[config.mk]
export PLATFORM = sky130hd
export DESIGN_NAME = fifo_4x8
export DESIGN_NICKNAME = d
export VERILOG_FILES = /design/src/rtl/fifo_4x8.sv
export SDC_FILE = /design/constraint.sdc
export NUM_CORES = 1
export LEC_CHECK = 0
export ABC_AREA = 0
export ABC_CLOCK_PERIOD_IN_PS = 2600
export CAP_MARGIN = 15
export CORE_MARGIN = 2
export CORE_UTILIZATION = 40
export CTS_BUF_LIST = sky130_fd_sc_hd__clkbuf_2
export DETAILED_ROUTE_END_ITERATION = 8
export PLACE_DENSITY = 0.7
export SLEW_MARGIN = 10
export SYNTH_ARGS = -nofsm -noshare
export SYNTH_HDL_FRONTEND = slang
export SYNTH_SLANG_ARGS = --single-unit
[constraint.sdc]
create_clock -name clk -period 2.6 [get_ports clk]
set_clock_uncertainty 0.2 [all_clocks]
set_input_delay 0.78 -clock clk [delete_from_list [all_inputs] [get_ports clk]]
set_output_delay 0.78 -clock clk [all_outputs]
set_load 0.01 [all_outputs]
[src/rtl/fifo_4x8.sv]
// fifo_4x8 : single-clock synchronous FIFO with a registered read port.
//
// Ports:
//   clk   - clock; every state update happens on its rising edge
//   clear - synchronous active-high reset; it overrides En/RW
//   En    - operation enable (1 = do the operation chosen by RW, 0 = idle)
//   RW    - operation select (1 = write/push, 0 = read/pop)
//   I     - write data, sampled only on an accepted write edge
//   O     - read data, registered; it changes only on an accepted read or on clear
//   Empty - high when the FIFO holds zero entries
//   Full  - high when the FIFO holds DEPTH entries
//
// The storage is a DEPTH x WIDTH memory. A write pointer, a read pointer
// and an occupancy count track the contents. DEPTH must be a power of two,
// so the pointers wrap from DEPTH-1 to 0 through natural overflow. A write
// to a full FIFO is ignored. A read from an empty FIFO is also ignored.
// clear does not reset the memory. Stale words cannot be read afterwards,
// because the count returns to zero and every later read must first be
// preceded by a write.
module fifo_4x8 #(
  parameter int WIDTH = 4,
  parameter int DEPTH = 8
) (
  input  logic             clk,
  input  logic             clear,
  input  logic             En,
  input  logic             RW,
  input  logic [WIDTH-1:0] I,
  output logic [WIDTH-1:0] O,
  output logic             Empty,
  output logic             Full
);

  localparam int AW = (DEPTH > 1) ? $clog2(DEPTH) : 1;
  localparam logic [AW:0] FULL_COUNT = (AW+1)'(DEPTH);

  logic [WIDTH-1:0] mem_r [DEPTH];
  logic [AW-1:0]    wptr_r;
  logic [AW-1:0]    rptr_r;
  logic [AW:0]      count_r;
  logic [WIDTH-1:0] o_r;

  logic             do_wr_s;
  logic             do_rd_s;
  logic             empty_s;
  logic             full_s;

  // Decode the flags from the registered count and qualify the requested operation.
  always_comb begin
    empty_s = (count_r == {(AW+1){1'b0}});
    full_s  = (count_r == FULL_COUNT);
    do_wr_s = En & RW & ~full_s;
    do_rd_s = En & ~RW & ~empty_s;
  end

  // Storage array: write the data on an accepted write; clear discards the write.
  always_ff @(posedge clk) begin
    if (do_wr_s && !clear) begin
      mem_r[wptr_r] <= I;
    end
  end

  // Pointers and occupancy count. RW picks one operation, so the count steps by at most one per cycle.
  always_ff @(posedge clk) begin
    if (clear) begin
      wptr_r  <= {AW{1'b0}};
      rptr_r  <= {AW{1'b0}};
      count_r <= {(AW+1){1'b0}};
    end else if (do_wr_s) begin
      wptr_r  <= wptr_r + AW'(1);
      count_r <= count_r + (AW+1)'(1);
    end else if (do_rd_s) begin
      rptr_r  <= rptr_r + AW'(1);
      count_r <= count_r - (AW+1)'(1);
    end
  end

  // Read data register: it updates only on an accepted read, and holds its value otherwise.
  always_ff @(posedge clk) begin
    if (clear) begin
      o_r <= {WIDTH{1'b0}};
    end else if (do_rd_s) begin
      o_r <= mem_r[rptr_r];
    end
  end

  assign O     = o_r;
  assign Empty = empty_s;
  assign Full  = full_s;

endmodule

==> metrics, run 1 <==
status finished clean; Root Buffer clkbuf_2; area delta synth->final 23.0%; worst stage delay on the critical path 540 ps; most frequent cells in the layout 32 x edfxtp_1, 25 x buf_4, 14 x nor2_1; register area share after synthesis 64.3%; CP bufs+invs 3; HP Class register to register; Slew Limit Fails 0; cell area after synthesis 0.00193 mm²; final antenna-violating net count 0; GRT Total Usage 14.5%; LEAKAGE 0.000872 µW; WL/cell 15.2 µm; IO Port Bufs 13; Peak VDD IR 293 µV; Crit-path slowest cell or4_4; fillcell total 398; clock buffer depth 2; Core ar. 0.00469 mm²; reg2reg path depth 8; Num CTS Buffers 5; Ant. Diodes 0; wirelength, routed 3440 µm; Worst setup EP type primary output; Fin. Hold Viols 0; global-route wire length before repair 5720 µm; layout cells sized above 1 32.0%; final count of negative-setup-slack endpoints 0; Die Width 73.5 µm; DR iter-0 viols 39; Crit path top cell by count buf_6; vias in the first global route 1211; total of max-cap violations 0; flops & latches, synth 46; WHS 309 ps; Vias per Instance 5.14; most common cell after layout, fill and taps aside edfxtp_1; GRT overflow 0; clk_lat worst skew 410 ps; setup slack after layout 46.1 ps; fin crit share 98.2%; H-tree Lvls 2; worst path arrival time 1570 ps; routability cong. 0.833; Residual DRC 0; Setup crit start kind register; syn avg cell area 14.7 µm²; WS Path Type register to primary output; critical path depth 4; min cycle time layout 2550 ps; initial antenna violation count 0; CTS tree built; DP HPWL 2590 µm; Distinct cells, synth 32; clk sinks 46; die area 0.00539 mm²; Vert. Die Dim 73.5 µm; Worst Tran Pin Value 641 ps; net count after synthesis 144; nets 184; largest net degree at the start of global routing 16; delay-heaviest family, CP simple AND/OR/NAND/NOR gates; fmax 0.392 GHz; hold path depth 2; drt first pass iters 4; Rel. slew slack 57.2%; Core Rows 25; Worst Path Required 1620 ps; RSZ-0062 raised after global routing true; Pwr Total 1950 µW; via count 1162; critical path, cell by cell buf_6 -> or4_4 -> inv_2 -> buf_6; CP max FO 2; initial core utilization 41.1%; PD cells 820 mW/mm²; post-synthesis cell count 131; dpl ws -395 ps; clock slew at reported path FFs 210 ps; Yosys warnings 0; io pins 14
[power by group]
| group | switching [µW] | leakage, µW | internal (µW) |
|---|---|---|---|
| Combinational | 272 | 0.000429 | 379 |
| Sequential | 63.5 | 0.000404 | 846 |
| Clock | 220 | 0.0000392 | 166 |
| Total | 555 | 0.000872 | 1390 |
[Yosys cell counts]
cell type | number | area (µm²)
mux2_1 | 1 | 11.3
nand3b_1 | 1 | 7.51
clkbuf_1 | 2 | 7.51
nor2b_1 | 2 | 12.5
or4b_1 | 1 | 10.0
nand3_1 | 3 | 15.0
buf_2 | 2 | 10.0
dfxtp_1 | 14 | 280
ha_1 | 4 | 50.1
nor4b_1 | 4 | 35.0
o22ai_1 | 4 | 25.0
mux2i_1 | 3 | 30.0
nand4_1 | 1 | 6.26
a21o_1 | 1 | 7.51
buf_6 | 2 | 22.5
nor3_1 | 4 | 20.0
inv_1 | 4 | 15.0
and3_1 | 1 | 6.26
buf_1 | 1 | 3.75
fa_1 | 1 | 20.0
nand2b_1 | 1 | 6.26
and2_4 | 1 | 8.76
edfxtp_1 | 32 | 961
nand2_1 | 4 | 15.0
xor2_1 | 5 | 43.8
nor2_1 | 14 | 52.6
o41ai_1 | 1 | 8.76
nor4_1 | 2 | 12.5
or4_4 | 1 | 11.3
xnor2_1 | 1 | 8.76
a21oi_1 | 5 | 25.0
mux4_2 | 8 | 180
[through the flow]
stage	setup TNS [ps]	area (µm²)	cells	util, %
6_report	0	2370	226	50.6
5_1_grt	-33.0	2370	226	50.6
4_1_cts	0	2360	225	50.3
3_5_place_dp	-1710	2260	214	48.2
3_3_place_gp	-1050	2260	214	48.2
2_1_floorplan	0	1930	131	-
[worst paths after layout]
check	from	to	slack (ps)
min	wptr_r[0]$_SDFFE_PP0P_	wptr_r[0]$_SDFFE_PP0P_	310
min reg2reg	wptr_r[0]$_SDFFE_PP0P_	wptr_r[0]$_SDFFE_PP0P_	310
max reg2reg	count_r[2]$_SDFFE_PP0P_	count_r[3]$_SDFFE_PP0P_	50
max	count_r[2]$_SDFFE_PP0P_	Empty	50
[layer usage]
metal	up-vias	GRT usage [%]	wire (µm)
li1	574	-	-
met1	569	17.8	1480
met2	17	24.3	1830
met3	2	4.94	105
met4	0	4.24	22
met5	-	0	0
[cell type report]
class                           count  area, µm²  share of cell area [%]
Clock buffer                        6       30.0                    1.27
Inverter                            4       15.0                   0.633
Tap cell                           54       67.6                    2.85
Clock inverter                      2       37.5                    1.58
Timing Repair Buffer               40        337                    14.2
Multi-Input combinational cell     74        642                    27.0
Sequential cell                    46       1240                    52.5
[registers in the layout (all words and copies together), names as in the netlist]
register,count
mem_r,32
O,4
count_r,4
rptr_r,3
wptr_r,3
[worst min-delay path: cells and delay by family (launching register included)]
family	cells	cell delay [ps]
flip-flops	1	380
AO/OA/AOI/OAI	1	50
AND/OR/NAND/NOR	1	60
[kinds of logic after synthesis]
kind of cell	share of synthesized area (%)
DFF	64.3
and+or+nand+nor	11.3
muxes	11.5
AOI/OAI and AO/OA	3.44
buffers and inverters	3.05
xor gates and xnor gates	2.72
adders and majority gates	3.63
[timing repair]
action                     4_1_cts  5_1_grt
buffers inserted                 3        1
setup endpoints to repair        3        2
hold buffers                     0        0
pin swaps                        1        2
resized for setup               15        2
(Power assumes the default switching activity.)
==> inputs of run 2 (changes only) <==
- ABC_CLOCK_PERIOD_IN_PS: 2600 -> unset
- SKIP_LAST_GASP: unset -> 1
==> metrics, run 2 (synthesis results as in run 1) <==
status finished clean; post-placement cell area 0.00226 mm² (unchanged); combinational power share 33.5% (about the same); Post-Layout Inst Area 0.00237 mm² (unchanged); layout cells sized above 1 32.0% (unchanged); Worst Hold End wptr_r[0]$_SDFFE_PP0P_; worst path arrival time 2690 ps (+1120 ps); Setup crit start kind register; most common cell after layout, fill and taps aside edfxtp_1; via count 1174 (+1.0%); Vias per Instance 5.19 (+1.0%); gr busiest metal met2; initial antenna violation count 0 (unchanged); Core Rows 25 (unchanged); GRT overflow 0 (unchanged); RSZ-0062 raised after global routing true; LEAKAGE 0.000872 µW (about the same); r2r endpoint count_r[3]$_SDFFE_PP0P_; Slew Limit Fails 0 (unchanged); Worst Tran Pin Value 642 ps (+1.72 ps); die area 0.00539 mm² (unchanged); hold_sp wptr_r[0]$_SDFFE_PP0P_; vias in the first global route 1211 (unchanged); clk sinks 46 (unchanged); Num CTS Buffers 5 (unchanged); CP max FO 3 (+1); R2R Setup Slk 40 ps (about the same); Reg power frac 46.7% (about the same); max reg flops 32 (unchanged); nets 184 (unchanged); global-route wire length before repair 5720 µm (unchanged); wirelength, routed 3450 µm (+0.29%); switch share 28.5% (+0.038 points); Clk pwr share 19.8% (about the same); WHS 309 ps (-0.0560 ps); Pwr Total 1950 µW (+0.10%); sw power 556 µW (+0.24%); Peak VDD IR 294 µV (+0.28%); min cycle time layout 2560 ps (+7.77 ps); fin crit share 98.5% (+0.30 points); Vert. Die Dim 73.5 µm (unchanged); M1 GR Usage 17.8% (unchanged); Worst setup EP type register; CTS tree built; most frequent cells in the layout 32 x edfxtp_1, 25 x buf_4, 14 x nor2_1; total of max-cap violations 0 (unchanged); reg2reg path depth 8 (unchanged); fmax 0.390 GHz (-0.30%); drt first pass iters 7 (+3); GRT Total Usage 14.5% (unchanged); Rel. slew slack 57.1% (-0.11 points); clock buffer depth 2 (unchanged); final antenna-violating net count 0 (unchanged); Ant. Diodes 0 (unchanged); Die Width 73.5 µm (unchanged); IO Port Bufs 13 (unchanged); Root Buffer clkbuf_2; Internal 1390 µW (about the same); Residual DRC 0 (unchanged); Core ar. 0.00469 mm² (unchanged); initial core utilization 41.1% (unchanged); WS Path Type register to register; largest net degree at the start of global routing 16 (unchanged); most flop-heavy register mem_r; clock slew at reported path FFs 210 ps (about the same); routability cong. 0.833 (unchanged); Worst Path Required 2730 ps (+1110 ps); DR iter-0 viols 38 (-2.6%); H-tree Lvls 2 (unchanged); hold path depth 2 (unchanged); PD cells 821 mW/mm² (+0.10%); area delta synth->final 23.0% (unchanged); met2 Track Usage GR 24.3% (unchanged); DP HPWL 2590 µm (unchanged); worst r2r src count_r[2]$_SDFFE_PP0P_; HP Class register to register; io pins 14 (unchanged); Fin. Hold Viols 0 (unchanged); clk_lat worst skew 410 ps (about the same); final count of negative-setup-slack endpoints 0 (unchanged); met3 usage 4.94% (unchanged); WL/cell 15.3 µm (+0.29%)
## run 2: cell counts in the layout (fill, tap and decap cells not counted)
Identical to the previous run, type by type.
## run 2: layout make-up
type	instances	area, µm²
Clock buffer	6	30.0
Timing Repair Buffer	40	337
Sequential cell	46	1240
Tap cell	54	67.6
Inverter	4	15.0
Multi-Input combinational cell	74	642
Fill cell	398	2320
Clock inverter	2	37.5
## run 2: layer usage
| metal | routed length [µm] | up-vias | part of all wire (%) |
|---|---|---|---|
| met2 | 1830 | 29 | 53 |
| met3 | 141 | 2 | 4.1 |
| met4 | 22 | 0 | 0.64 |
| met1 | 1450 | 569 | 42 |
| li1 | - | 574 | - |
| met5 | 0 | - | 0 |
## run 2: worst max-delay path by stage
stage / from / to / slack (ps) / depth (start not counted)
6_report: count_r[2]$_SDFFE_PP0P_ / count_r[3]$_SDFFE_PP0P_ / 40 / 8
3_5_place_dp: En / count_r[3]$_SDFFE_PP0P_ / -390 / 8
4_1_cts: count_r[2]$_SDFFE_PP0P_ / count_r[3]$_SDFFE_PP0P_ / 2 / 8
3_3_place_gp: En / count_r[3]$_SDFFE_PP0P_ / -330 / 8
2_1_floorplan: count_r[0]$_SDFFE_PP0P_ / count_r[3]$_SDFFE_PP0P_ / 20 / 8
5_1_grt: count_r[2]$_SDFFE_PP0P_ / count_r[3]$_SDFFE_PP0P_ / -30 / 8
## run 2: per-stage QoR
step / TNS, ps / util, % / instances / setup WS, ps
6_report: 0 / 50.6 / 226 / 38.3
5_1_grt: -48.5 / 50.6 / 226 / -29.4
4_1_cts: 0 / 50.3 / 225 / 2.36
3_5_place_dp: -1710 / 48.2 / 214 / -395
3_3_place_gp: -1050 / 48.2 / 214 / -326
2_1_floorplan: 0 / - / 131 / 18.5
## run 2: repair_timing
item,CTS,global route
buffers inserted,3,1
gates resized for setup,15,2
hold buffers,0,0
pin swaps,1,1
setup endpoints to repair,3,2
## run 2: power groups by stage
stage	logic, µW	registers, µW	clock network (µW)
floorplan	383	916	0
global placement	559	915	0
detailed placement	584	924	0
CTS	641	912	402
global route	713	924	424
finish	652	910	387
## run 2: worst max-delay path, stage by stage (launching register included)
cell,delay [ps]
dfxtp_2,370
or4b_4,560
and3_4,200
inv_2,60
ha_1,220
a21o_1,180
a21oi_2,150
mux2i_1,210
mux2_1,330
==> inputs of run 3 (changes only) <==
- CORE_ASPECT_RATIO: unset -> 0.9
- MAX_ROUTING_LAYER: unset -> met4
==> metrics, run 3 (synthesis results as in run 1) <==
status finished clean; HP Class register to register; WS Path Type register to primary output; die area 0.00540 mm² (about the same); register area 0.00124 mm² (unchanged); Vias per Instance 4.91 (-5.4%); Root Buffer clkbuf_2; DP HPWL 2510 µm (-2.9%); Crit path top cell by count buf_6; Setup crit start kind register; Vert. Die Dim 69.9 µm (-4.9%); clk_lat worst skew 410 ps (about the same); CP max FO 2 (-1); hold path depth 2 (unchanged); r2r endpoint count_r[3]$_SDFFE_PP0P_; drt first pass iters 3 (-4); final cell count without fillers 233 (+3.1%); most frequent cells in the layout 32 x edfxtp_1, 25 x buf_4, 14 x nor2_1; Worst Tran Pin Value 639 ps (-3.73 ps); min cycle time layout 2550 ps (-8.86 ps); Residual DRC 0 (unchanged); most common cell after layout, fill and taps aside edfxtp_1; R2R Setup Slk 50 ps (about the same); area delta synth->final 22.0%; io pins 14 (unchanged); clock slew at reported path FFs 240 ps (+30 ps); worst path arrival time 1570 ps (-1120 ps); initial antenna violation count 0 (unchanged); final antenna-violating net count 0 (unchanged); largest net degree at the start of global routing 17 (+1); fin util 51.8% (+1.2 points); GRT Total Usage 13.9% (-0.60 points); fmax 0.392 GHz (+0.35%); Fin. Hold Viols 0 (unchanged); most flop-heavy register mem_r; placed cell count 221 (+3.3%); max reg flops 32 (unchanged); Worst Path Required 1620 ps (-1110 ps); WL/cell 14.3 µm (-6.3%); setup slack after layout 47.2 ps (+8.86 ps); Core ar. 0.00455 mm² (-3.1%); worst r2r src count_r[2]$_SDFFE_PP0P_; Die Width 77.2 µm (+5.1%); reg2reg path depth 8 (unchanged); vias in the first global route 1206 (-0.41%); nets 183 (-0.54%); CTS tree built; footprint of the multi-input gates 642 µm² (unchanged); delay-heaviest family, CP simple AND/OR/NAND/NOR gates; fillcell total 412 (+3.5%); Worst Hold End wptr_r[0]$_SDFFE_PP0P_; IO Port Bufs 13 (unchanged); clock buffer depth 2 (unchanged); H-tree Lvls 2 (unchanged); initial core utilization 42.4% (+1.3 points); final count of negative-setup-slack endpoints 0 (unchanged); setup tns final 0 ps (unchanged); Core Rows 23 (-8.0%); PD cells 794 mW/mm² (-3.4%); Worst setup EP type primary output; Rel. slew slack 57.4% (+0.25 points); hold_sp wptr_r[0]$_SDFFE_PP0P_; global-route wire length before repair 5640 µm (-1.5%); GRT overflow 0 (unchanged); via count 1145 (-2.5%); Ant. Diodes 0 (unchanged); worst stage delay on the critical path 530 ps (-30 ps); dpl ws -412 ps (-16.7 ps); LEAKAGE 0.000856 µW (-1.8%); fin crit share 98.2% (-0.34 points); Crit-path slowest cell or4_4; wirelength, routed 3330 µm (-3.4%); DR iter-0 viols 57 (+50%); total of max-cap violations 0 (unchanged); CP bufs+invs 3 (+2); Slew Limit Fails 0 (unchanged); critical path, cell by cell buf_6 -> or4_4 -> inv_2 -> buf_6; RSZ-0062 raised after global routing true; clk sinks 46 (unchanged); Peak VDD IR 374 µV (+27%); Num CTS Buffers 5 (unchanged); layout cells sized above 1 31.6% (-0.40 points); routability cong. 0.727 (-13%)
## run 3: changes by cell type in the layout (fill, tap and decap cells not counted), sizes merged
cell and delta:
buf -1, bufinv -1, clkbuf -1, clkinv +1, inv +1
## run 3: area by class of cell
type | instances | area share [%]
Timing Repair Buffer | 39 | 13.8
Inverter | 4 | 0.638
Clock inverter | 3 | 1.06
Sequential cell | 46 | 52.9
Multi-Input combinational cell | 74 | 27.3
Clock buffer | 5 | 1.06
Tap cell | 62 | 3.29
## run 3: worst reg2reg max path: cells and delay by family, from the launching register on
| family | cells | cell delay [ps] |
|---|---|---|
| multiplexers | 2 | 530 |
| flip-flops | 1 | 380 |
| AO/OA/AOI/OAI | 2 | 340 |
| adder cells (fa/ha/maj) | 1 | 220 |
| AND/OR/NAND/NOR | 2 | 770 |
| buffers and inverters | 1 | 50 |
## run 3: how the worst max path moves through the flow
stage                            startpoint  slack (ps)  cells past startpoint                      end
global placement                         En        -320                      8  count_r[3]$_SDFFE_PP0P_
global route        count_r[1]$_SDFFE_PP0P_         -50                      4                    Empty
CTS                 count_r[1]$_SDFFE_PP0P_           6                      8  count_r[3]$_SDFFE_PP0P_
detailed placement                       En        -410                      8  count_r[3]$_SDFFE_PP0P_
floorplan           count_r[0]$_SDFFE_PP0P_          20                      8  count_r[3]$_SDFFE_PP0P_
finish              count_r[1]$_SDFFE_PP0P_          50                      4                    Empty
## run 3: report_power, final
part | switching (µW) | internal [µW] | total, µW
registers | 60.8 | 847 | 907
logic | 268 | 381 | 649
clock network | 241 | 71.7 | 312
total | 569 | 1300 | 1870
## run 3: timing repair
action	in CTS	in global routing
hold buffers	0	0
gates resized for setup	16	0
endpoints found under the hold margin	0	0
setup endpoints to repair	3	3
buffers inserted	3	1
pin swaps	2	2
## run 3: layer usage
metal,vias up,track usage [%],part of all wire (%),wire length (µm)
met5,-,-,0,0
met4,0,4.96,0.87,29
met3,5,4.01,3.8,125
met2,16,22.6,50,1680
met1,554,16.6,45,1500
li1,570,-,-,-
## run 3: through the flow
| step | instance area (µm²) | hold slack, ps | power, µW |
|---|---|---|---|
| after floorplan | 1930 | 262 | 1300 |
| after global placement | 2260 | 275 | 1470 |
| after detailed placement | 2260 | 282 | 1500 |
| after CTS | 2350 | 307 | 1880 |
| after global routing | 2350 | 336 | 1980 |
| final | 2350 | 305 | 1870 |
